### config.mk
export PLATFORM = sky130hd
export DESIGN_NAME = tx_retry_ctrl
export DESIGN_NICKNAME = d
export VERILOG_FILES = /design/src/rtl/tx_retry_ctrl.sv
export SDC_FILE = /design/constraint.sdc
export NUM_CORES = 1
export LEC_CHECK = 0
export CAP_MARGIN = 20
export CORE_MARGIN = 10
export CORE_UTILIZATION = 55
export DETAILED_ROUTE_END_ITERATION = 8
export DONT_BUFFER_PORTS = 1
export PLACE_DENSITY = 0.74
export SLEW_MARGIN = 5
export SYNTH_ARGS = -nofsm -noshare
export SYNTH_HDL_FRONTEND = slang
export SYNTH_SLANG_ARGS = --single-unit
### constraint.sdc
create_clock -name clk -period 5.5 [get_ports clk]
set_input_delay 1.1 -clock clk [delete_from_list [all_inputs] [get_ports clk]]
set_output_delay 1.1 -clock clk [all_outputs]
set_load 0.05 [all_outputs]
### src/rtl/tx_retry_ctrl.sv
// tx_retry_ctrl: loads a packet from the TX FIFO into a local buffer, streams it to the PHY, and resends it on nak or timeout.
module tx_retry_ctrl #(
  parameter int PKT_WORDS = 8,
  parameter int MAX_RETRY = 3,
  parameter int CNT_W     = 4
) (
  input  logic             clk,
  input  logic             rst,
  input  logic             reg_flush,
  input  logic [CNT_W-1:0] fifo_words,
  output logic             fifo_rd_en,
  input  logic [31:0]      fifo_dout,
  output logic             phy_valid,
  output logic [31:0]      phy_data,
  input  logic             phy_ready,
  output logic             timer_start,
  input  logic             timer_done,
  input  logic             rx_ack,
  input  logic             rx_nak,
  output logic             busy,
  output logic             pkt_done,
  output logic             pkt_err,
  output logic [CNT_W-1:0] retry_cnt
);
  localparam int IW = PKT_WORDS > 1 ? $clog2(PKT_WORDS) : 1;
  localparam logic [IW-1:0] LAST = IW'(PKT_WORDS - 1);
  typedef enum logic [1:0] {IDLE, LOAD, SEND, WAIT} state_t;
  state_t state_q, state_d;
  logic [IW-1:0] idx_q, idx_d, pc_q, pc_d;
  logic rd_q, rd_d, cap_q, cap_d, valid_q, valid_d, ts_q, ts_d, done_q, done_d, err_q, err_d;
  logic [31:0] data_q, data_d;
  logic [CNT_W-1:0] retry_q, retry_d;
  logic [31:0] mem_q [PKT_WORDS];
  logic hs, fire;
  assign hs   = valid_q && phy_ready;
  assign fire = rx_nak || timer_done;
  always_comb begin
    state_d = state_q;
    idx_d   = idx_q;
    pc_d    = pc_q;
    rd_d    = rd_q;
    cap_d   = rd_q;
    valid_d = valid_q;
    data_d  = data_q;
    retry_d = retry_q;
    ts_d    = 1'b0;
    done_d  = 1'b0;
    err_d   = 1'b0;
    case (state_q)
      IDLE: if (32'(fifo_words) >= PKT_WORDS) begin
        state_d = LOAD;
        rd_d    = 1'b1;
        pc_d    = '0;
        idx_d   = '0;
        retry_d = '0;
      end
      LOAD: begin
        if (rd_q) begin
          pc_d = pc_q + 1'b1;
          rd_d = pc_q != LAST;
        end
        if (cap_q) begin
          idx_d = idx_q + 1'b1;
          if (idx_q == LAST) begin
            state_d = SEND;
            idx_d   = '0;
            valid_d = 1'b1;
            // a one-word packet is still being written into mem_q this cycle
            data_d  = idx_q == '0 ? fifo_dout : mem_q[0];
          end
        end
      end
      SEND: if (hs) begin
        if (idx_q == LAST) begin
          state_d = WAIT;
          valid_d = 1'b0;
          ts_d    = 1'b1;
          idx_d   = '0;
        end else begin
          idx_d  = idx_q + 1'b1;
          data_d = mem_q[idx_q + 1'b1];
        end
      end
      WAIT: begin
        if (rx_ack) begin
          state_d = IDLE;
          done_d  = 1'b1;
        end else if (fire) begin
          if (retry_q < CNT_W'(MAX_RETRY)) begin
            retry_d = retry_q + 1'b1;
            state_d = SEND;
            valid_d = 1'b1;
            data_d  = mem_q[0];
            idx_d   = '0;
          end else begin
            state_d = IDLE;
            err_d   = 1'b1;
          end
        end
      end
      default: state_d = IDLE;
    endcase
    if (reg_flush) begin
      state_d = IDLE;
      valid_d = 1'b0;
      rd_d    = 1'b0;
      cap_d   = 1'b0;
      idx_d   = '0;
      pc_d    = '0;
      retry_d = '0;
      ts_d    = 1'b0;
      done_d  = 1'b0;
      err_d   = 1'b0;
    end
  end
  always_ff @(posedge clk) begin
    if (rst) begin
      state_q <= IDLE;
      idx_q   <= '0;
      pc_q    <= '0;
      rd_q    <= 1'b0;
      cap_q   <= 1'b0;
      valid_q <= 1'b0;
      data_q  <= '0;
      retry_q <= '0;
      ts_q    <= 1'b0;
      done_q  <= 1'b0;
      err_q   <= 1'b0;
    end else begin
      state_q <= state_d;
      idx_q   <= idx_d;
      pc_q    <= pc_d;
      rd_q    <= rd_d;
      cap_q   <= cap_d;
      valid_q <= valid_d;
      data_q  <= data_d;
      retry_q <= retry_d;
      ts_q    <= ts_d;
      done_q  <= done_d;
      err_q   <= err_d;
    end
  end
  always_ff @(posedge clk) begin
    if (cap_q && state_q == LOAD) mem_q[idx_q] <= fifo_dout;
  end
  assign fifo_rd_en  = rd_q;
  assign phy_valid   = valid_q;
  assign phy_data    = data_q;
  assign timer_start = ts_q;
  assign busy        = state_q != IDLE;
  assign pkt_done    = done_q;
  assign pkt_err     = err_q;
  assign retry_cnt   = retry_q;
endmodule

; Word level (Yosys, flattened, before mapping)
; Memory sizes are Yosys's and may differ from the RTL's.
; Cells that the tools add are included.
[op_classes]
n_bitwise = 4
addsub = 3
magnitude_cmp = 2
n_mux = 49
reduce_logical = 20
eq_ne = 16
[ops]
columns = cell, count
row1 = $mux 32, 8
row2 = $pmux 32 s3, 1
row3 = $mux 3, 8
row4 = $ne 2x2->1 const B, 10
row5 = $mux 2, 8
row6 = $mux 4, 4
row7 = $reduce_and 8->1, 2
row8 = $mux 1, 14
row9 = $pmux 3 s4, 1
row10 = $reduce_and 6->1, 2
row11 = $pmux 2 s4, 1
row12 = $pmux 4 s2, 1
row13 = $add 3x1->3 const B, 2
row14 = $ne 3x3->1 const B, 2
row15 = $pmux 3 s2, 1
row16 = $reduce_bool 2->1, 3
row17 = $reduce_and 5->1, 1
row18 = $reduce_or 5->1, 1
row19 = $add 4x1->4 const B, 1
row20 = $eq 2x2->1 const B, 2
row21 = $ge 4x4->1 const B, 1
row22 = $lt 4x2->1 const B, 1
row23 = $not 1->1, 4
row24 = $reduce_or 4->1, 1
row25 = 13 further kinds, 14
[word_totals]
ramBits = 256
register_bits = 50
output_inout_bits = 42
memories = 1
[mem_list]
columns = memory, depth, width, read_ports, rd_ports_with_merged_regs, wr, line_no
row1 = mem_q, 8, 32, 2, 0, 1, 33  ; logic [31:0] mem_q [PKT_WORDS];

; Longest topological paths before layout
; Gate-level depths: netlist of the first run.
[logic_depth]
ltp_word = 5
depth_mapped = 11

; Worst setup path before layout of the first run
; No wires, ideal clock.
[synth_timing]
path_kind = register -> register
from = register idx_q[0]
to = memory mem_q[0][0], enable pin
arrival_time_ns = 3.084
path_stages_with_launch = 5
required_time_ns = 5.039
path_buffers = 3
path_slack_ns = 1.955
cell_sequence = dfxtp_1 -> buf_2 -> buf_2 -> buf_2 -> nor3_1
[synth_rtl]
columns = element, line_no
row1 = from (decl), 29  ; logic [IW-1:0] idx_q, idx_d, pc_q, pc_d;
row2 = from (signal assigned), 131  ; idx_q <= idx_d;
row3 = to (decl), 33
; No word-level cell before the write port.

; Worst setup path in the final report of the first run
[layout_timing]
from = register state_q[0]
to = register data_q[18], in the netlist phy_data[18]
[layout_via]
elab_chain_len = 3
word_cells_on_any_way = 13
classes_between = 10 x eq/ne / 1 x mux / 2 x reduce/logical
[layout_lines]
columns = element, line_no
row1 = from (decl), 28  ; state_t state_q, state_d;
row2 = from (signal assigned), 130  ; state_q <= state_d;
row3 = $eq 2x2->1 or $eq 2x1->1 (tied branches), 49  ; case (state_q)
row4 = $ne 2x2->1 (no source line) or $reduce_bool 3->1 (tied branches), n/a
row5 = $reduce_and 8->1 (no source line), n/a
row6 = to (signal assigned), 136  ; data_q <= data_d;
row7 = to (decl), 31  ; logic [31:0] data_q, data_d;
; Parallel ways exist; a longest one is shown, timed or not.
; A chain may end at the register's enable or synchronous reset.

==> summary.md, run 1 <==
| Metric | Value |
|---|---|
| WS Path Type | `reg2reg` |
| WP data required | `5.92 ns` |
| Fin crit share | `0.631` |
| Setup-failing EPs final | `0` |
| R2R Path Start | `state_q[0]$_SDFFE_PP0P_` |
| GRT Total Usage | `0.192` |
| Clock sink total | `306` |
| CP Capture Type | `flip-flop` |
| Fmax achieved | `288 MHz` |
| Slew Viols, Final | `0` |
| Worst Hold Path Cells | `2` |
| Max_cap viols | `0` |
| Post-layout nets | `704` |
| FF-to-FF End | `phy_data[18]$_SDFFE_PP0P_` |
| DP HPWL | `14600 µm` |
| Drt initial violations | `836` |
| Slew at the pin with the worst max-slew slack | `1.07 ns` |
| Root buffer cell | `clkbuf_16` |
| Vias per inst | `6.99` |
| Worst min-delay path category | `reg2reg` |
| Worst path depth | `6` |
| Synth Area per Inst | `18.5 µm²` |
| # resized after CTS | `0` |
| Number of synthesized flops with an enable pin | `256` |
| Port Buffers | `0` |
| Worst Reg-to-Reg Cells | `6` |
| Clk buf depth | `3` |
| Worst skew pair latency | `0.56 ns` |
| Status | `finished, final reports clean` |
| CP Launch Type | `flip-flop` |
| Row count | `54` |
| CP Buf/Inv Count | `2` |
| Hold Path Sink | `pc_q[2]$_SDFFE_PP0P_` |
| Most common cell after layout, fill and taps aside | `edfxtp_1` |
| Worst slack, placed | `2.10 ns` |
| Final Wtd Congestion | `0.760` |
| DR pass1 iterations | `9` |
| P&R area growth vs syn | `11.3%` |
| Asr flop ratio synth | `0` |
| Synthesized instance count | `651` |
| Die area | `0.0282 mm²` |
| Die Ht | `168 µm` |
| Top_reg_cell synth | `edfxtp_1` |
| Hold Path Origin | `pc_q[2]$_SDFFE_PP0P_` |
| Flop-to-flop setup slack | `2.03 ns` |
| Initial Utilization | `0.555` |
| Slowest stage delay, CP | `0.94 ns` |
| Via count | `6671` |
| DP Cell Count | `897` |
| Crit-path slowest cell | `nor2b_4` |
| Largest net degree at the start of global routing | `63` |
| Skew final | `0.0342 ns` |
| RSZ-0062 raised after global routing | `no` |
| Ant. Diodes | `0` |
| Synth warnings | `0` |
| Maximum fanout along the worst path | `31` |
| IR drop worst, VDD | `237 µV` |
| Yosys cell types | `41` |
| CTS buffer count | `30` |
| Final Hold Fails | `0` |
| DR DRC count | `0` |
| Final WL | `27800 µm` |
| Grt ovf | `0` |
| Clock-pin slew on the worst setup and hold paths | `0.06 ns` |
| Most frequent cells in the layout | `edfxtp_1, mux4_2, dfxtp_1` |
| DR WL/cell | `29.1 µm` |
| Net Count, Synth | `705` |
| Worst path arrival time | `3.89 ns` |
| CTS tree | `yes` |
| Vias in the first global route | `6821` |
| Setup WS post-layout | `2.03 ns` |
| Post-DRT Antenna Nets | `0` |
| Critical path's top delay family | `simple AND/OR/NAND/NOR gates` |
| Rel. slew slack | `0.288` |
| Fin cells | `954` |
| Share of cells above drive strength 1 | `0.218` |
| #FFs+latches synth | `306` |
| # IOs | `85` |
| Die width | `168 µm` |
| Cells along the critical path | `inv_1, ha_1, buf_4, nor2b_4, a222oi_1, a311oi_1` |
| CTS hold repair buffers | `0` |
| Power per cell area | `364 mW/mm²` |
| First-pass GRT wire length | `42200 µm` |
| Netlist Area Pre-Place | `0.0120 mm²` |
| Initial antenna violation count | `0` |
| Post-CTS Setup Inserts | `0` |
| Setup_tns | `0 ns` |
| Core area | `0.0217 mm²` |
| Sequential fraction of the synthesis area | `0.722` |
| Leak pwr | `4.03 nW` |
| H-tree Lvls | `1` |
| Tmin final | `3.47 ns` |
worst reg2reg max path, cell delays in order, from the launching register on:
cell and delay, ns:
dfxtp_1 0.36, inv_1 0.12, ha_1 0.82, buf_4 0.50
nor2b_4 0.95, a222oi_1 0.24, a311oi_1 0.38
state kept, by name, summed over array words and instances (netlist names), 2 cells and up:
register,count
idx_q,3
mem_q,256
pc_q,3
phy_data,32
retry_cnt,4
state_q,2
how the worst max path moves through the flow:
stage	slack [ns]	from	to
after floorplan	1.96	idx_q[0]$_SDFFE_PP0P_	mem_q[0][0]$_DFFE_PP_
after global placement	2.19	state_q[0]$_SDFFE_PP0P_	phy_data[6]$_SDFFE_PP0P_
after detailed placement	2.10	state_q[0]$_SDFFE_PP0P_	phy_data[12]$_SDFFE_PP0P_
after CTS	2.09	state_q[0]$_SDFFE_PP0P_	phy_data[0]$_SDFFE_PP0P_
after global routing	1.83	state_q[0]$_SDFFE_PP0P_	phy_data[14]$_SDFFE_PP0P_
final	2.03	state_q[0]$_SDFFE_PP0P_	phy_data[18]$_SDFFE_PP0P_
metal layers:
metal  global-route usage  routed length (µm)  vias up
met1                0.248               10300     3436
li1                     -                   -     2777
met5                    0                   0        -
met4               0.0575                 580        0
met2                0.310               13600      399
met3               0.0559                3310       59
Yosys cell counts (5+ instances only):
cell,number,area share
a21oi_1,5,0.0021
a222oi_1,32,0.027
a311oi_1,33,0.024
a31oi_1,35,0.018
buf_2,13,0.0054
buf_6,7,0.0065
clkbuf_1,29,0.0090
dfxtp_1,50,0.083
edfxtp_1,256,0.64
ha_1,11,0.011
inv_1,8,0.0025
mux4_2,64,0.12
nand2_1,8,0.0025
nand3_1,35,0.015
nor2_1,15,0.0047
nor3_1,5,0.0021
cell families after synthesis:
| logic type | after synthesis | synth area share |
|---|---|---|
| buffers and inverters | 60 | 0.0254 |
| adders and majority gates | 11 | 0.0114 |
| muxes | 70 | 0.125 |
| and+or+nand+nor | 85 | 0.0364 |
| DFF | 306 | 0.722 |
| AOI/OAI and AO/OA | 119 | 0.0803 |
metrics by stage:
| stage | hold slack (ns) | utilization | instance area, µm² | total power [mW] |
|---|---|---|---|---|
| finish | 0.535 | 0.618 | 13400 | 4.88 |
| CTS | 0.534 | 0.617 | 13400 | 4.90 |
| floorplan | 0.468 | - | 12000 | 2.82 |
| global route | 0.569 | 0.618 | 13400 | 5.01 |
| global placement | 0.480 | 0.570 | 12400 | 2.86 |
| detailed placement | 0.520 | 0.570 | 12400 | 2.87 |
report_power, final:
group          internal [mW]  switching, mW  leakage (nW)  total [mW]
registers               2.53          0.107          2.71        2.64
logic                 0.0768          0.104         0.831       0.180
clock network           1.23          0.827         0.493        2.06
layout make-up:
type                       instances  area [µm²]
clock buffer                      44         865
clock inverter                    12         139
fill                            1417        8290
inverter                           8        30.0
multi-input combinational        285        3150
sequential                       306        8690
tap                              280         350
timing repair buffer              19         175
Note: power is estimated with default switching activity, not from simulation.
==> inputs of run 2 (changes only) <==
- clock period: 5.5 -> 3.5 ns (I/O delays scaled with it)
==> run 2 against run 1 <==
Sequential power grew 57%. Combinational power grew 56%. Sequential share of layout area is essentially flat. Global-route usage grew 0.53 points. Clock skew shrank 0.023 ns. Wire length grew 2.9%. Non-clock buffer count grew 5. Cell count grew 0.31%. Utilization is essentially flat. First-iteration DRC count grew 4.7%. Via count grew 0.52%. Largest cell class unchanged. Largest power group unchanged. Highest routed layer unchanged.
==> summary.md, run 2 (synthesized netlist as in run 1, its figures left out) <==
| Metric | Value |
|---|---|
| Status | `finished, final reports clean` |
| Most common cell after layout, fill and taps aside | `edfxtp_1` |
| CTS tree | `yes` |
| Ant. Diodes | `0` |
| H-tree Lvls | `1` |
| IR drop worst, VDD | `417 µV` |
| Clock-pin slew on the worst setup and hold paths | `0.07 ns` |
| Worst Reg-to-Reg Cells | `7` |
| Slew at the pin with the worst max-slew slack | `1.08 ns` |
| Final Hold Fails | `0` |
| Setup-failing EPs final | `0` |
| Setup WS post-layout | `0.450 ns` |
| Core area | `0.0217 mm²` |
| Hold_ws | `0.228 ns` |
| Drt initial violations | `875` |
| Maximum fanout along the worst path | `33` |
| Clock sink total | `306` |
| First-pass GRT wire length | `43300 µm` |
| Post-layout util | `0.618` |
| Vias per inst | `7.01` |
| Leak pwr | `4.05 nW` |
| Die Ht | `168 µm` |
| # IOs | `85` |
| Largest net degree at the start of global routing | `52` |
| # resized after CTS | `0` |
| Post-CTS Setup Inserts | `0` |
| Reg with most FFs | `mem_q` |
| DR pass1 iterations | `8` |
| P&R area growth vs syn | `11.4%` |
| Grt ovf | `0` |
| Post-layout nets | `709` |
| Fin crit share | `0.871` |
| Initial antenna violation count | `0` |
| Fin cells | `957` |
| Die width | `168 µm` |
| Total power | `7.63 mW` |
| Root buffer cell | `clkbuf_16` |
| WP data required | `3.88 ns` |
| Worst slack, placed | `0.585 ns` |
| DP Cell Count | `903` |
| Port Buffers | `0` |
| CP Capture Type | `flip-flop` |
| Via count | `6706` |
| Fmax achieved | `328 MHz` |
| Max reg flops | `256` |
| Tmin final | `3.05 ns` |
| Clk buf depth | `3` |
| CTS buffer count | `30` |
| Setup_tns | `0 ns` |
| Share of cells above drive strength 1 | `0.226` |
| Final WL | `28600 µm` |
| Vias in the first global route | `6989` |
| Most frequent cells in the layout | `edfxtp_1, mux4_2, dfxtp_1` |
| GRT Total Usage | `0.197` |
| Worst skew pair latency | `0.55 ns` |
| Post-DRT Antenna Nets | `0` |
| RSZ-0062 raised after global routing | `no` |
| Max_cap viols | `0` |
| Row count | `54` |
| Power per cell area | `569 mW/mm²` |
| Rel. slew slack | `0.282` |
| Initial Utilization | `0.555` |
| CTS hold repair buffers | `0` |
| WS Path Type | `reg2reg` |
| DR WL/cell | `29.9 µm` |
| DP HPWL | `15600 µm` |
| Slew Viols, Final | `0` |
| Final Cell Area | `0.0134 mm²` |
| Worst Hold Path Cells | `1` |
| Final Wtd Congestion | `0.807` |
| DP Area | `0.0124 mm²` |
| Skew final | `0.0110 ns` |
| Die area | `0.0282 mm²` |
| Worst path arrival time | `3.43 ns` |
| CP Launch Type | `flip-flop` |
| DR DRC count | `0` |
| Worst min-delay path category | `in2reg` |
run 2: cell types whose count changed in the layout (fill, tap and decap cells not counted), sizes merged:
cell and delta:
clkbuf -4, clkinvlp +1, clkinv +2, inv -1
buf +5
run 2: path summary, 6_finish.rpt:
check	slack [ns]	endpoint	startpoint
worst max-delay path	0.45	phy_data[21]$_SDFFE_PP0P_	state_q[1]$_SDFFE_PP0P_
worst min-delay path	0.23	phy_data[3]$_SDFFE_PP0P_	rst
worst max register to register	0.45	phy_data[21]$_SDFFE_PP0P_	state_q[1]$_SDFFE_PP0P_
worst min register to register	0.51	idx_q[1]$_SDFFE_PP0P_	idx_q[1]$_SDFFE_PP0P_
run 2: where the power goes:
| part | switching [mW] | internal, mW |
|---|---|---|
| Combinational | 0.164 | 0.117 |
| Sequential | 0.171 | 3.98 |
| Clock | 1.30 | 1.90 |
run 2: layout make-up:
cell class                      count  area, µm²
Fill cell                        1465       8280
Clock inverter                     14        148
Tap cell                          280        350
Inverter                            8       30.0
Timing Repair Buffer               24        205
Sequential cell                   306       8690
Clock buffer                       40        840
Multi-Input combinational cell    285       3140
run 2: critical path: stages (launching register included):
cell and delay [ns]:
dfxtp_1 0.41, inv_1 0.13, ha_1 0.31, inv_1 0.18
o211a_2 0.91, and3_1 0.28, buf_4 0.43, a311oi_1 0.19
run 2: routing by layer:
metal,up-vias,global-route usage,part of all wire
li1,2787,-,-
met1,3425,0.247,0.36
met2,425,0.320,0.49
met3,69,0.0612,0.13
met4,0,0.0670,0.025
met5,-,0,0
